$ cat src/rtl/udp_pkt_gen_pkg.sv
// Shared widths, FSM state type and keep-mask helper for the UDP packet generator.
package udp_pkt_gen_pkg;

  localparam int DATA_W = 512;
  localparam int KEEP_W = DATA_W / 8;
  localparam int LEN_W  = 16;

  typedef enum logic [1:0] {IDLE, SEND, GAP} state_t;

  // Contiguous mask with the low 'bytes' bits set (bytes >= KEEP_W gives all ones).
  function automatic logic [KEEP_W-1:0] len2keep(input logic [LEN_W-1:0] bytes);
    logic [KEEP_W-1:0] keep;
    for (int i = 0; i < KEEP_W; i++) begin
      keep[i] = (LEN_W'(i) < bytes);
    end
    return keep;
  endfunction

endpackage

$ cat src/rtl/udp_pkt_gen_beat.sv
// Combinational beat formatter: byte count, keep mask, last flag and ramp payload
// for the beat that starts with 'remain' bytes left in the packet.
module udp_pkt_gen_beat
  import udp_pkt_gen_pkg::*;
(
  input  logic [LEN_W-1:0]  remain,
  input  logic [1:0]        beat_idx,
  output logic [LEN_W-1:0]  byte_num,
  output logic [KEEP_W-1:0] tkeep,
  output logic              last,
  output logic [DATA_W-1:0] data
);

  assign last     = (remain <= LEN_W'(KEEP_W));
  assign byte_num = last ? remain : LEN_W'(KEEP_W);
  assign tkeep    = len2keep(byte_num);

  // Packet offset mod 256 is {beat index mod 4, byte lane}, so two beat bits suffice.
  genvar gi;
  generate
    for (gi = 0; gi < KEEP_W; gi++) begin : g_ramp
      assign data[gi*8 +: 8] = {beat_idx, 6'(gi)};
    end
  endgenerate

endmodule

$ cat src/rtl/udp_pkt_gen.sv
// Fixed-length UDP payload packet generator with inter-packet gap and run counters.
// Optional: define UDP_PKT_GEN_SEQ_EN to overlay a big-endian sequence number on bytes 0..3.
module udp_pkt_gen
  import udp_pkt_gen_pkg::*;
(
  input  logic              clk,
  input  logic              aresetn,
  input  logic              cfg_start,
  input  logic              cfg_stop,
  input  logic [LEN_W-1:0]  cfg_pkt_len,
  input  logic [31:0]       cfg_pkt_cnt,
  input  logic [LEN_W-1:0]  cfg_gap,
  output logic              busy,
  output logic              done,
  output logic [31:0]       tx_pkt_count,
  output logic [47:0]       tx_byte_count,
  output logic              io_dataOut_valid,
  input  logic              io_dataOut_ready,
  output logic              io_dataOut_payload_last,
  output logic [DATA_W-1:0] io_dataOut_payload_fragment_data,
  output logic [LEN_W-1:0]  io_dataOut_payload_fragment_byteNum,
  output logic [KEEP_W-1:0] io_dataOut_payload_fragment_tkeep
);

  state_t             state_reg, state_next;
  logic [LEN_W-1:0]   len_reg, gap_reg, gap_cnt_reg, remain_reg;
  logic [31:0]        cnt_reg, pkt_count_reg, pkt_count_inc;
  logic [47:0]        byte_count_reg;
  logic [1:0]         beat_idx_reg;
  logic               stop_reg, done_reg;
  logic               send, hs, last_hs, stop_req, run_end;
  logic [LEN_W-1:0]   beat_bytes;
  logic [KEEP_W-1:0]  beat_keep;
  logic               beat_last;
  logic [DATA_W-1:0]  beat_data, pay_data;

  udp_pkt_gen_beat u_beat (
    .remain   (remain_reg),
    .beat_idx (beat_idx_reg),
    .byte_num (beat_bytes),
    .tkeep    (beat_keep),
    .last     (beat_last),
    .data     (beat_data)
  );

  assign send          = (state_reg == SEND);
  assign hs            = send && io_dataOut_ready;
  assign last_hs       = hs && beat_last;
  assign stop_req      = stop_reg || cfg_stop;
  assign pkt_count_inc = pkt_count_reg + 32'd1;
  assign run_end       = stop_req || ((cnt_reg != 32'd0) && (pkt_count_inc == cnt_reg));

  always_ff @(posedge clk or negedge aresetn) begin
    if (!aresetn) state_reg <= IDLE;
    else          state_reg <= state_next;
  end

  always_comb begin
    state_next = state_reg;
    case (state_reg)
      IDLE: if (cfg_start) state_next = SEND;
      SEND: begin
        if (last_hs) begin
          if (run_end)                    state_next = IDLE;
          else if (gap_reg == '0)         state_next = SEND;
          else                            state_next = GAP;
        end
      end
      GAP: begin
        if (stop_req)                                  state_next = IDLE;
        else if (gap_cnt_reg == gap_reg - LEN_W'(1))   state_next = SEND;
      end
      default: state_next = IDLE;
    endcase
  end

  always_ff @(posedge clk or negedge aresetn) begin
    if (!aresetn) begin
      len_reg        <= '0;
      gap_reg        <= '0;
      cnt_reg        <= '0;
      gap_cnt_reg    <= '0;
      remain_reg     <= '0;
      beat_idx_reg   <= '0;
      pkt_count_reg  <= '0;
      byte_count_reg <= '0;
      stop_reg       <= 1'b0;
      done_reg       <= 1'b0;
    end else begin
      done_reg    <= (state_reg != IDLE) && (state_next == IDLE);
      stop_reg    <= (state_next == IDLE) ? 1'b0 : stop_req;
      gap_cnt_reg <= (state_reg == GAP) ? gap_cnt_reg + LEN_W'(1) : '0;
      if ((state_reg == IDLE) && cfg_start) begin
        // A zero length is promoted to one byte so every packet has a last beat.
        len_reg        <= (cfg_pkt_len == '0) ? LEN_W'(1) : cfg_pkt_len;
        remain_reg     <= (cfg_pkt_len == '0) ? LEN_W'(1) : cfg_pkt_len;
        gap_reg        <= cfg_gap;
        cnt_reg        <= cfg_pkt_cnt;
        beat_idx_reg   <= '0;
        pkt_count_reg  <= '0;
        byte_count_reg <= '0;
      end else if (hs) begin
        byte_count_reg <= byte_count_reg + 48'(beat_bytes);
        if (beat_last) begin
          remain_reg    <= len_reg;
          beat_idx_reg  <= '0;
          pkt_count_reg <= pkt_count_inc;
        end else begin
          remain_reg   <= remain_reg - LEN_W'(KEEP_W);
          beat_idx_reg <= beat_idx_reg + 2'd1;
        end
      end
    end
  end

`ifdef UDP_PKT_GEN_SEQ_EN
  logic [31:0] seq_reg;

  always_ff @(posedge clk or negedge aresetn) begin
    if (!aresetn)                           seq_reg <= '0;
    else if ((state_reg == IDLE) && cfg_start) seq_reg <= '0;
    else if (last_hs)                       seq_reg <= seq_reg + 32'd1;
  end

  // Only the first beat of a packet carries the sequence number, and only in valid lanes.
  always_comb begin
    pay_data = beat_data;
    if (remain_reg == len_reg) begin
      for (int b = 0; b < 4; b++) begin
        if (beat_keep[b]) pay_data[b*8 +: 8] = seq_reg[31-b*8 -: 8];
      end
    end
  end
`else
  assign pay_data = beat_data;
`endif

  always_comb begin
    busy                                = (state_reg != IDLE);
    io_dataOut_valid                    = send;
    io_dataOut_payload_last             = send && beat_last;
    io_dataOut_payload_fragment_data    = send ? pay_data : '0;
    io_dataOut_payload_fragment_byteNum = send ? beat_bytes : '0;
    io_dataOut_payload_fragment_tkeep   = send ? beat_keep : '0;
  end

  assign done          = done_reg;
  assign tx_pkt_count  = pkt_count_reg;
  assign tx_byte_count = byte_count_reg;

endmodule

$ cat config.mk
export PLATFORM = sky130hd
export DESIGN_NAME = udp_pkt_gen
export DESIGN_NICKNAME = d
export VERILOG_FILES = /design/src/rtl/udp_pkt_gen_pkg.sv /design/src/rtl/udp_pkt_gen_beat.sv /design/src/rtl/udp_pkt_gen.sv
export SDC_FILE = /design/constraint.sdc
export NUM_CORES = 1
export LEC_CHECK = 0
export CAP_MARGIN = 20
export CORE_AREA = 2 2 287 289
export CTS_BUF_LIST = sky130_fd_sc_hd__clkbuf_8 sky130_fd_sc_hd__clkbuf_16
export CTS_CLUSTER_DIAMETER = 50
export CTS_CLUSTER_SIZE = 28
export DETAILED_ROUTE_END_ITERATION = 12
export DIE_AREA = 0 0 289 291
export GPL_TIMING_DRIVEN = 0
export PLACE_DENSITY = 0.51
export SYNTH_ARGS = -nofsm -noshare
export SYNTH_HDL_FRONTEND = slang
export SYNTH_HIERARCHICAL = 1
export SYNTH_SLANG_ARGS = --single-unit
$ cat constraint.sdc
create_clock -name clk -period 7 [get_ports clk]
set_input_delay 1.4 -clock clk [delete_from_list [all_inputs] [get_ports clk]]
set_output_delay 1.4 -clock clk [all_outputs]
set_load 0.01 [all_outputs]
Word level (Yosys, flattened, before mapping)

Cells that the tools add are included.

Register bits: 182
Latch bits: 0
Bits in writable memories: 0
ROM bits: 0
Memories: 0

$add $sub $neg: 6
Multiply operators: 0
Divide/modulo/power cells: 0
$lt $le $gt $ge: 65
Equal/unequal tests: 4
Shift operators: 0
Multiplexer cells: 25
Bitwise logic cells: 0
Reductions and logical operators: 17

Operators by type and width:

| cell                  | number |
|---|---|
| $lt 6x16->1 const A   | 32 |
| $mux 512              | 1 |
| $lt 5x16->1 const A   | 16 |
| $lt 4x16->1 const A   | 8 |
| $mux 16               | 7 |
| $mux 32               | 3 |
| $mux 48               | 2 |
| $lt 3x16->1 const A   | 4 |
| $mux 64               | 1 |
| $add 48x16->48        | 1 |
| $add 32x1->32 const B | 1 |
| $eq 32x32->1          | 1 |
| $logic_not 16->1      | 2 |
| $lt 1x16->1 const A   | 2 |
| $lt 2x16->1 const A   | 2 |
| $reduce_bool 32->1    | 1 |
| $mux 2                | 9 |
| $add 16x1->16 const B | 1 |
| $eq 16x16->1          | 1 |
| $le 16x7->1 const B   | 1 |
| $sub 16x1->16 const B | 1 |
| $sub 16x7->16 const B | 1 |
| $logic_and 1x1->1     | 6 |
| $pmux 2 s3            | 1 |
| other kinds (8)       | 12 |

Depth between registers and ports, before layout

Gate-level depths: netlist of the first run.

Word-level depth: 9
Depth in mapped cells: 15
Gate-level depth less buffers: 14

By module

The synthesis of the first run kept the hierarchy.

Modules (own cells, without submodules):

| module           | times used | cells each | area an instance (um^2) | sequential area each (um^2) |
|---|---|---|---|---|
| udp_pkt_gen      | 1          | 1974       | 14969.4                 | 4554.4 |
| udp_pkt_gen_beat | 1          | 673        | 4824.6                  | 0.0 |

Worst setup path after synthesis of the first run

Ideal clock, no wire load.

Path type: flip-flop to flip-flop
From: reg remain_reg[12]
To: reg byte_count_reg[21] (netlist: tx_byte_count[21])
Library setup time: 0.078 ns
Arrival time: 3.413 ns
Required time: 6.922 ns
Setup slack: 3.509 ns
Cell stages (with the launch flop): 15
Path buffers: 2
Cells stage by stage: dfrtp_1 nor4_4 nand3_1 nor3b_1 ha_1 a211oi_1 o21ai_0 a41oi_1 o21ai_1 a211oi_1 o21a_1 buf_2 buf_2 o21ai_0 a21oi_1

Longest elaborated chain between the ends: 5

RTL lines:

| item                   | line                   | RTL |
|---|---|---|
| start, declared        | udp_pkt_gen.sv:26      | `logic [LEN_W-1:0] len_reg, gap_reg, gap_cnt_reg, remain_reg;` |
| start signal, assigned | udp_pkt_gen.sv:96      | `remain_reg <= (cfg_pkt_len == '0) ? LEN_W'(1) : cfg_pkt_len;` |
| start signal, assigned | udp_pkt_gen.sv:105     | `remain_reg <= len_reg;` |
| start signal, assigned | udp_pkt_gen.sv:109     | `remain_reg <= remain_reg - LEN_W'(KEEP_W);` |
| $le 16x7->1            | udp_pkt_gen_beat.sv:14 | `assign last = (remain <= LEN_W'(KEEP_W));` |
| $mux 16                | udp_pkt_gen_beat.sv:15 | `assign byte_num = last ? remain : LEN_W'(KEEP_W);` |
| net beat_bytes[1]      | udp_pkt_gen.sv:32      | `logic [LEN_W-1:0] beat_bytes;` |
| $add 48x16->48         | udp_pkt_gen.sv:103     | `byte_count_reg <= byte_count_reg + 48'(beat_bytes);` |
| $mux 48                | udp_pkt_gen.sv:102     | `end else if (hs) begin` |
| $mux 48                | udp_pkt_gen.sv:93      | `if ((state_reg == IDLE) && cfg_start) begin` |
| end signal, assigned   | udp_pkt_gen.sv:103     |  |
| end, declared          | udp_pkt_gen.sv:28      | `logic [47:0] byte_count_reg;` |

The timed path passes the listed nets, and every way through them passes these cells. The select of a mux whose other input is x is not followed.
A chain may end at the register's enable or synchronous reset.

Final worst setup path of the first run

From: reg state_reg[1]
To: out io_dataOut_payload_fragment_byteNum[0]

Longest elaborated chain between the ends: 2

RTL lines:

| item                   | line               | RTL |
|---|---|---|
| start, declared        | udp_pkt_gen.sv:25  | `state_t state_reg, state_next;` |
| start signal, assigned | udp_pkt_gen.sv:55  | `else state_reg <= state_next;` |
| $eq 2x1->1             | udp_pkt_gen.sv:46  | `assign send = (state_reg == SEND);` |
| $mux 16                | udp_pkt_gen.sv:143 | `io_dataOut_payload_fragment_byteNum = send ? beat_bytes : '0;` |
| end, declared          | udp_pkt_gen.sv:21  | `output logic [LEN_W-1:0] io_dataOut_payload_fragment_byteNum,` |

Every way passes these cells.

==> summary.md, run 1 <==
## Run status
* completed — status

## STA
* 0 — setup violators final
* 0.9989 ns — Final WS setup
* no — setup repair after global routing missed its margin
* 26.59% — relative max-transition margin
* 0 ns — total negative slack
* 85.73% — final period utilization
* 166.6 MHz — maximum achievable frequency
* 0.01337 ns — worst clock skew on the final layout
* 6.001 ns — minimum clock period
* 0 — endpoints failing hold
* 0 — final count of pins violating max slew
* 1.101 ns — Worst Max-Slew Pin Slew
* 0.4779 ns — Hold WS

## Power and ir drop
* 367.0 nW/µm² — power density over the cells
* 9.7% — part of the power in the clock network
* 0.004789 W — Sw Pwr
* 169.4 µV — worst vdd ir
* 73.6% — logic gate share of total power
* 45.39% — switching part of the total power
* 0.005761 W — Internal
* 12.80 nW — static leakage
* 16.7% — share of total power in sequential cells

## Synth
* 182 — flops & latches, synth
* 19790 µm² — summed instance area of the synthesized netlist
* 0 — count of flip-flops with a built-in enable after synthesis
* 100.0% — post-synthesis async set-or-reset flop share
* 23.01% — share of the yosys chip area belonging to registers
* 2647 — gate count of the mapped netlist
* sky130_fd_sc_hd__dfrtp_1 — most used flip-flop cell after synthesis
* 6 — number of warnings printed during yosys synthesis
* 85 — count of different cell masters after synthesis
* 7.478 µm² — Post-Syn Area per Cell

## GRT
* 0 — global route overflow
* 18.99% — GRT Util Overall
* 114 — pin count of the biggest net entering global routing
* met2 — GRT busiest layer
* 6 — initial antenna violation count
* 23.91% — met1 routing resource usage after global routing
* 17670 — via count of the first global-routing pass
* 119.3 mm — wire length of the first global-routing pass
* 32.10% — met2 usage in global routing
* 4.749% — met3 usage in global routing

## Worst setup path
* 0.89 ns — largest incremental delay on the critical path
* 12 — Worst R2R Path Depth
* 5.60 ns — required time at the worst-slack endpoint
* 5 — count of buffering cells on the critical path with inverters included
* 7 — Levels on crit path
* 4.60 ns — signal arrival time at the worst endpoint
* flip-flop — nature of the critical path startpoint
* output pin — type of element capturing the critical path
* sky130_fd_sc_hd__clkbuf_1 — slowest CP cell
* nand2b_1, inv_1, clkbuf_1, clkbuf_1, clkbuf_1, and2_1, clkdlybuf4s50_1 — series of cell instances along the critical path
* reg -> out — startpoint-to-endpoint class of the critical path
* remain_reg[12]$_DFFE_PN0P_ — startpoint of the worst-slack reg-to-reg timing path
* 10 — highest net fanout along the worst path
* sky130_fd_sc_hd__clkbuf_1 — CP most frequent cell
* state_reg[1]$_DFF_PN0_ — start point of the critical path
* buffers and inverters — gate family responsible for the most delay along the worst path

## CTS
* 17 — CTS buffer count
* sky130_fd_sc_hd__clkbuf_16 — cell chosen for the clock root
* 0 — post-CTS setup buffer count
* 182 — CTS Sinks
* 0 — CTS Hold Bufs
* 0 — post-CTS resize count
* 0.46 ns — source-to-sink clock delay at the later pin of the worst-skew pair
* 2 — maximum clock path buffer count
* yes — CTS tree
* 4 — total number of H-tree levels
* 0.07 ns — clock slew at the register clock pins of the worst setup and hold paths

## Min path
* reg -> reg — path category of the worst min-delay check
* 2 — count of cells along the worst hold path
* len_reg[6]$_DFFE_PN0P_ — origin of the worst min-delay path

## Routing
* 5 — first-pass iteration count of the detailed router
* 17.55 µm — routed wirelength normalized by instance count
* 82.34 mm — overall routed net length
* 1021 — drt initial violations
* 4.074 — Via density
* 0 — DRC
* 19110 — routed vias
* 0 — remaining antenna violation count after routing

## Floorplanning
* 105 — number of rows created at floorplan
* 84100 µm² — die area
* 745 — number of ports placed on the die boundary
* 24.38% — Initial Util
* 289 µm — die width
* 81190 µm² — placeable core region
* 291 µm — Die Y-Extent

## Cells and area
* 3693 — layout net count
* 11950 µm² — area of the multi-input gates
* 4562 µm² — combined flip-flop and latch cell area
* 48 — flip-flop count of the largest register, all copies and words added
* 45.21% — layout overhead on the synthesized area
* 17.73% — share of post-route cells with drive strength above 1
* 8697 — filler cell count in the final layout

## Place
* 0.9109 — RePlAce Congestion
* 543 — Buffers on Ports
* 1.243 ns — worst-case setup slack after placement
* 67.45 mm — DP Wirelength

## Job
* 0 — # Max-Cap Violations

## synthesized netlist by cell type, drive strengths merged, types with 14 or more instances
cell / number / share of area, %
nor4: 28 / 1.0
and3: 19 / 0.60
o21ai: 141 / 3.8
nand2: 312 / 5.9
or4: 14 / 0.55
and4: 14 / 0.63
clkbuf: 125 / 2.4
and2: 604 / 19
nor3: 33 / 0.95
xor2: 36 / 1.6
a21oi: 72 / 1.8
nand4: 40 / 1.4
ha: 20 / 1.3
inv: 28 / 0.53
nor2: 91 / 1.7
buf: 560 / 21
nand2b: 18 / 0.57
o31ai: 20 / 0.76
nand3: 65 / 1.7
xnor2: 65 / 2.9
dfrtp: 182 / 23
## layer usage
layer / vias to the layer above / wire [µm]
met2: 667 / 38980
met4: 4 / 2066
met5: - / 21
li1: 9693 / -
met1: 8654 / 34840
met3: 94 / 6441
## placed cells by master (no fill, tap or decap), types with 6 or more instances in the layout
| cell type | Yosys | layout |
|---|---|---|
| sky130_fd_sc_hd__xnor2_1 | 64 | 64 |
| sky130_fd_sc_hd__or3_1 | 10 | 10 |
| sky130_fd_sc_hd__o21ai_1 | 13 | 13 |
| sky130_fd_sc_hd__nand3_1 | 63 | 63 |
| sky130_fd_sc_hd__buf_2 | 21 | 21 |
| sky130_fd_sc_hd__mux2_2 | 6 | 6 |
| sky130_fd_sc_hd__o211ai_1 | 6 | 6 |
| sky130_fd_sc_hd__o21ai_0 | 114 | 114 |
| sky130_fd_sc_hd__nor2_1 | 90 | 90 |
| sky130_fd_sc_hd__nor3_1 | 31 | 31 |
| sky130_fd_sc_hd__nand2b_1 | 18 | 18 |
| sky130_fd_sc_hd__and2_1 | 604 | 604 |
| sky130_fd_sc_hd__o21ai_2 | 14 | 14 |
| sky130_fd_sc_hd__inv_1 | 28 | 30 |
| sky130_fd_sc_hd__a211oi_1 | 12 | 12 |
| sky130_fd_sc_hd__or2_2 | 8 | 8 |
| sky130_fd_sc_hd__a21o_1 | 6 | 6 |
| sky130_fd_sc_hd__clkdlybuf4s50_1 | 0 | 542 |
| sky130_fd_sc_hd__buf_4 | 526 | 526 |
| sky130_fd_sc_hd__a31oi_1 | 10 | 10 |
| sky130_fd_sc_hd__ha_1 | 20 | 20 |
| sky130_fd_sc_hd__o31ai_1 | 20 | 20 |
| sky130_fd_sc_hd__nor2b_1 | 12 | 12 |
| sky130_fd_sc_hd__or4_1 | 13 | 13 |
| sky130_fd_sc_hd__nand4_1 | 37 | 37 |
| sky130_fd_sc_hd__clkbuf_16 | 0 | 17 |
| sky130_fd_sc_hd__o221ai_1 | 6 | 6 |
| sky130_fd_sc_hd__xor2_1 | 36 | 36 |
| sky130_fd_sc_hd__nor4_1 | 25 | 25 |
| sky130_fd_sc_hd__dfrtp_1 | 182 | 180 |
| sky130_fd_sc_hd__clkbuf_1 | 122 | 122 |
| sky130_fd_sc_hd__and4_1 | 13 | 13 |
| sky130_fd_sc_hd__o21bai_1 | 6 | 6 |
| sky130_fd_sc_hd__mux2i_1 | 9 | 9 |
| sky130_fd_sc_hd__a21oi_1 | 72 | 72 |
| sky130_fd_sc_hd__nor3b_1 | 7 | 7 |
| sky130_fd_sc_hd__nand2_1 | 312 | 312 |
| sky130_fd_sc_hd__conb_1 | 2 | 393 |
| sky130_fd_sc_hd__and3_1 | 19 | 19 |
## kinds of logic (layout without fill, tap and decap cells)
family | Yosys count | in the layout | share of synthesized area [%]
AND/OR/NAND/NOR | 1289 | 1289 | 36.02
multiplexers | 15 | 15 | 0.7965
AO/OA/AOI/OAI | 323 | 323 | 10.08
XOR/XNOR | 102 | 102 | 4.627
adder cells (fa/ha/maj) | 21 | 21 | 1.365
other | 2 | 398 | 0.03794
buffers and inverters | 713 | 1291 | 24.06
flip-flops | 182 | 182 | 23.01
## worst min-delay path: stages (launching register included)
cell	delay (ns)
sky130_fd_sc_hd__dfrtp_1	0.34
sky130_fd_sc_hd__nand2_1	0.05
sky130_fd_sc_hd__nand2_1	0.06
## power by group through the flow
stage / sequential, W / clock (W) / combinational, W
after global placement: 0.00191 / 0 / 0.00774
after floorplan: 0.00170 / 0 / 0.00413
after detailed placement: 0.00178 / 0 / 0.00776
after CTS: 0.00176 / 0.00105 / 0.00779
after global routing: 0.00181 / 0.00109 / 0.00841
final: 0.00176 / 0.00102 / 0.00777
## cell type report
class | instances | share of cell area [%]
buffer | 685 | 16.20
antenna | 5 | 0.04353
sequential | 182 | 15.87
tap | 1070 | 4.658
timing repair buffer | 546 | 19.21
clock buffer | 18 | 1.528
clock inverter | 14 | 0.5615
multi-input combinational | 2143 | 41.56
inverter | 28 | 0.3656
## path summary, 6_finish.rpt
check	end	slack [ns]
max	io_dataOut_payload_fragment_byteNum[0]	1.0
min	len_reg[6]$_DFFE_PN0P_	0.48
max in group asynchronous	beat_idx_reg[0]$_DFFE_PN0P_	5.07
max reg2reg	tx_byte_count[40]$_DFFE_PN0P_	1.72
min reg2reg	len_reg[6]$_DFFE_PN0P_	0.48
min in group asynchronous	gap_cnt_reg[12]$_DFF_PN0_	0.91
## through the flow
stage	cells	total power [W]	utilization (%)	instance area (µm²)
floorplan	3038	0.005828	-	21260
global placement	4651	0.009646	34.53	28040
detailed placement	4654	0.009534	34.65	28130
CTS	4686	0.01060	35.39	28730
global route	4687	0.01131	35.39	28730
finish	4691	0.01055	35.40	28740
(Power assumes the default switching activity.)
==> run 2: changes to the inputs <==
--- a/config.mk
+++ b/config.mk
@@ -9,7 +9,7 @@
 export CORE_AREA = 2 2 287 289
 export CTS_BUF_LIST = sky130_fd_sc_hd__clkbuf_8 sky130_fd_sc_hd__clkbuf_16
 export CTS_CLUSTER_DIAMETER = 50
-export CTS_CLUSTER_SIZE = 28
+export CTS_CLUSTER_SIZE = 40
 export DETAILED_ROUTE_END_ITERATION = 12
 export DIE_AREA = 0 0 289 291
 export GPL_TIMING_DRIVEN = 0
==> results of run 2 <==
Same layout as run 1: the final DEF is identical, and so are final timing and power.
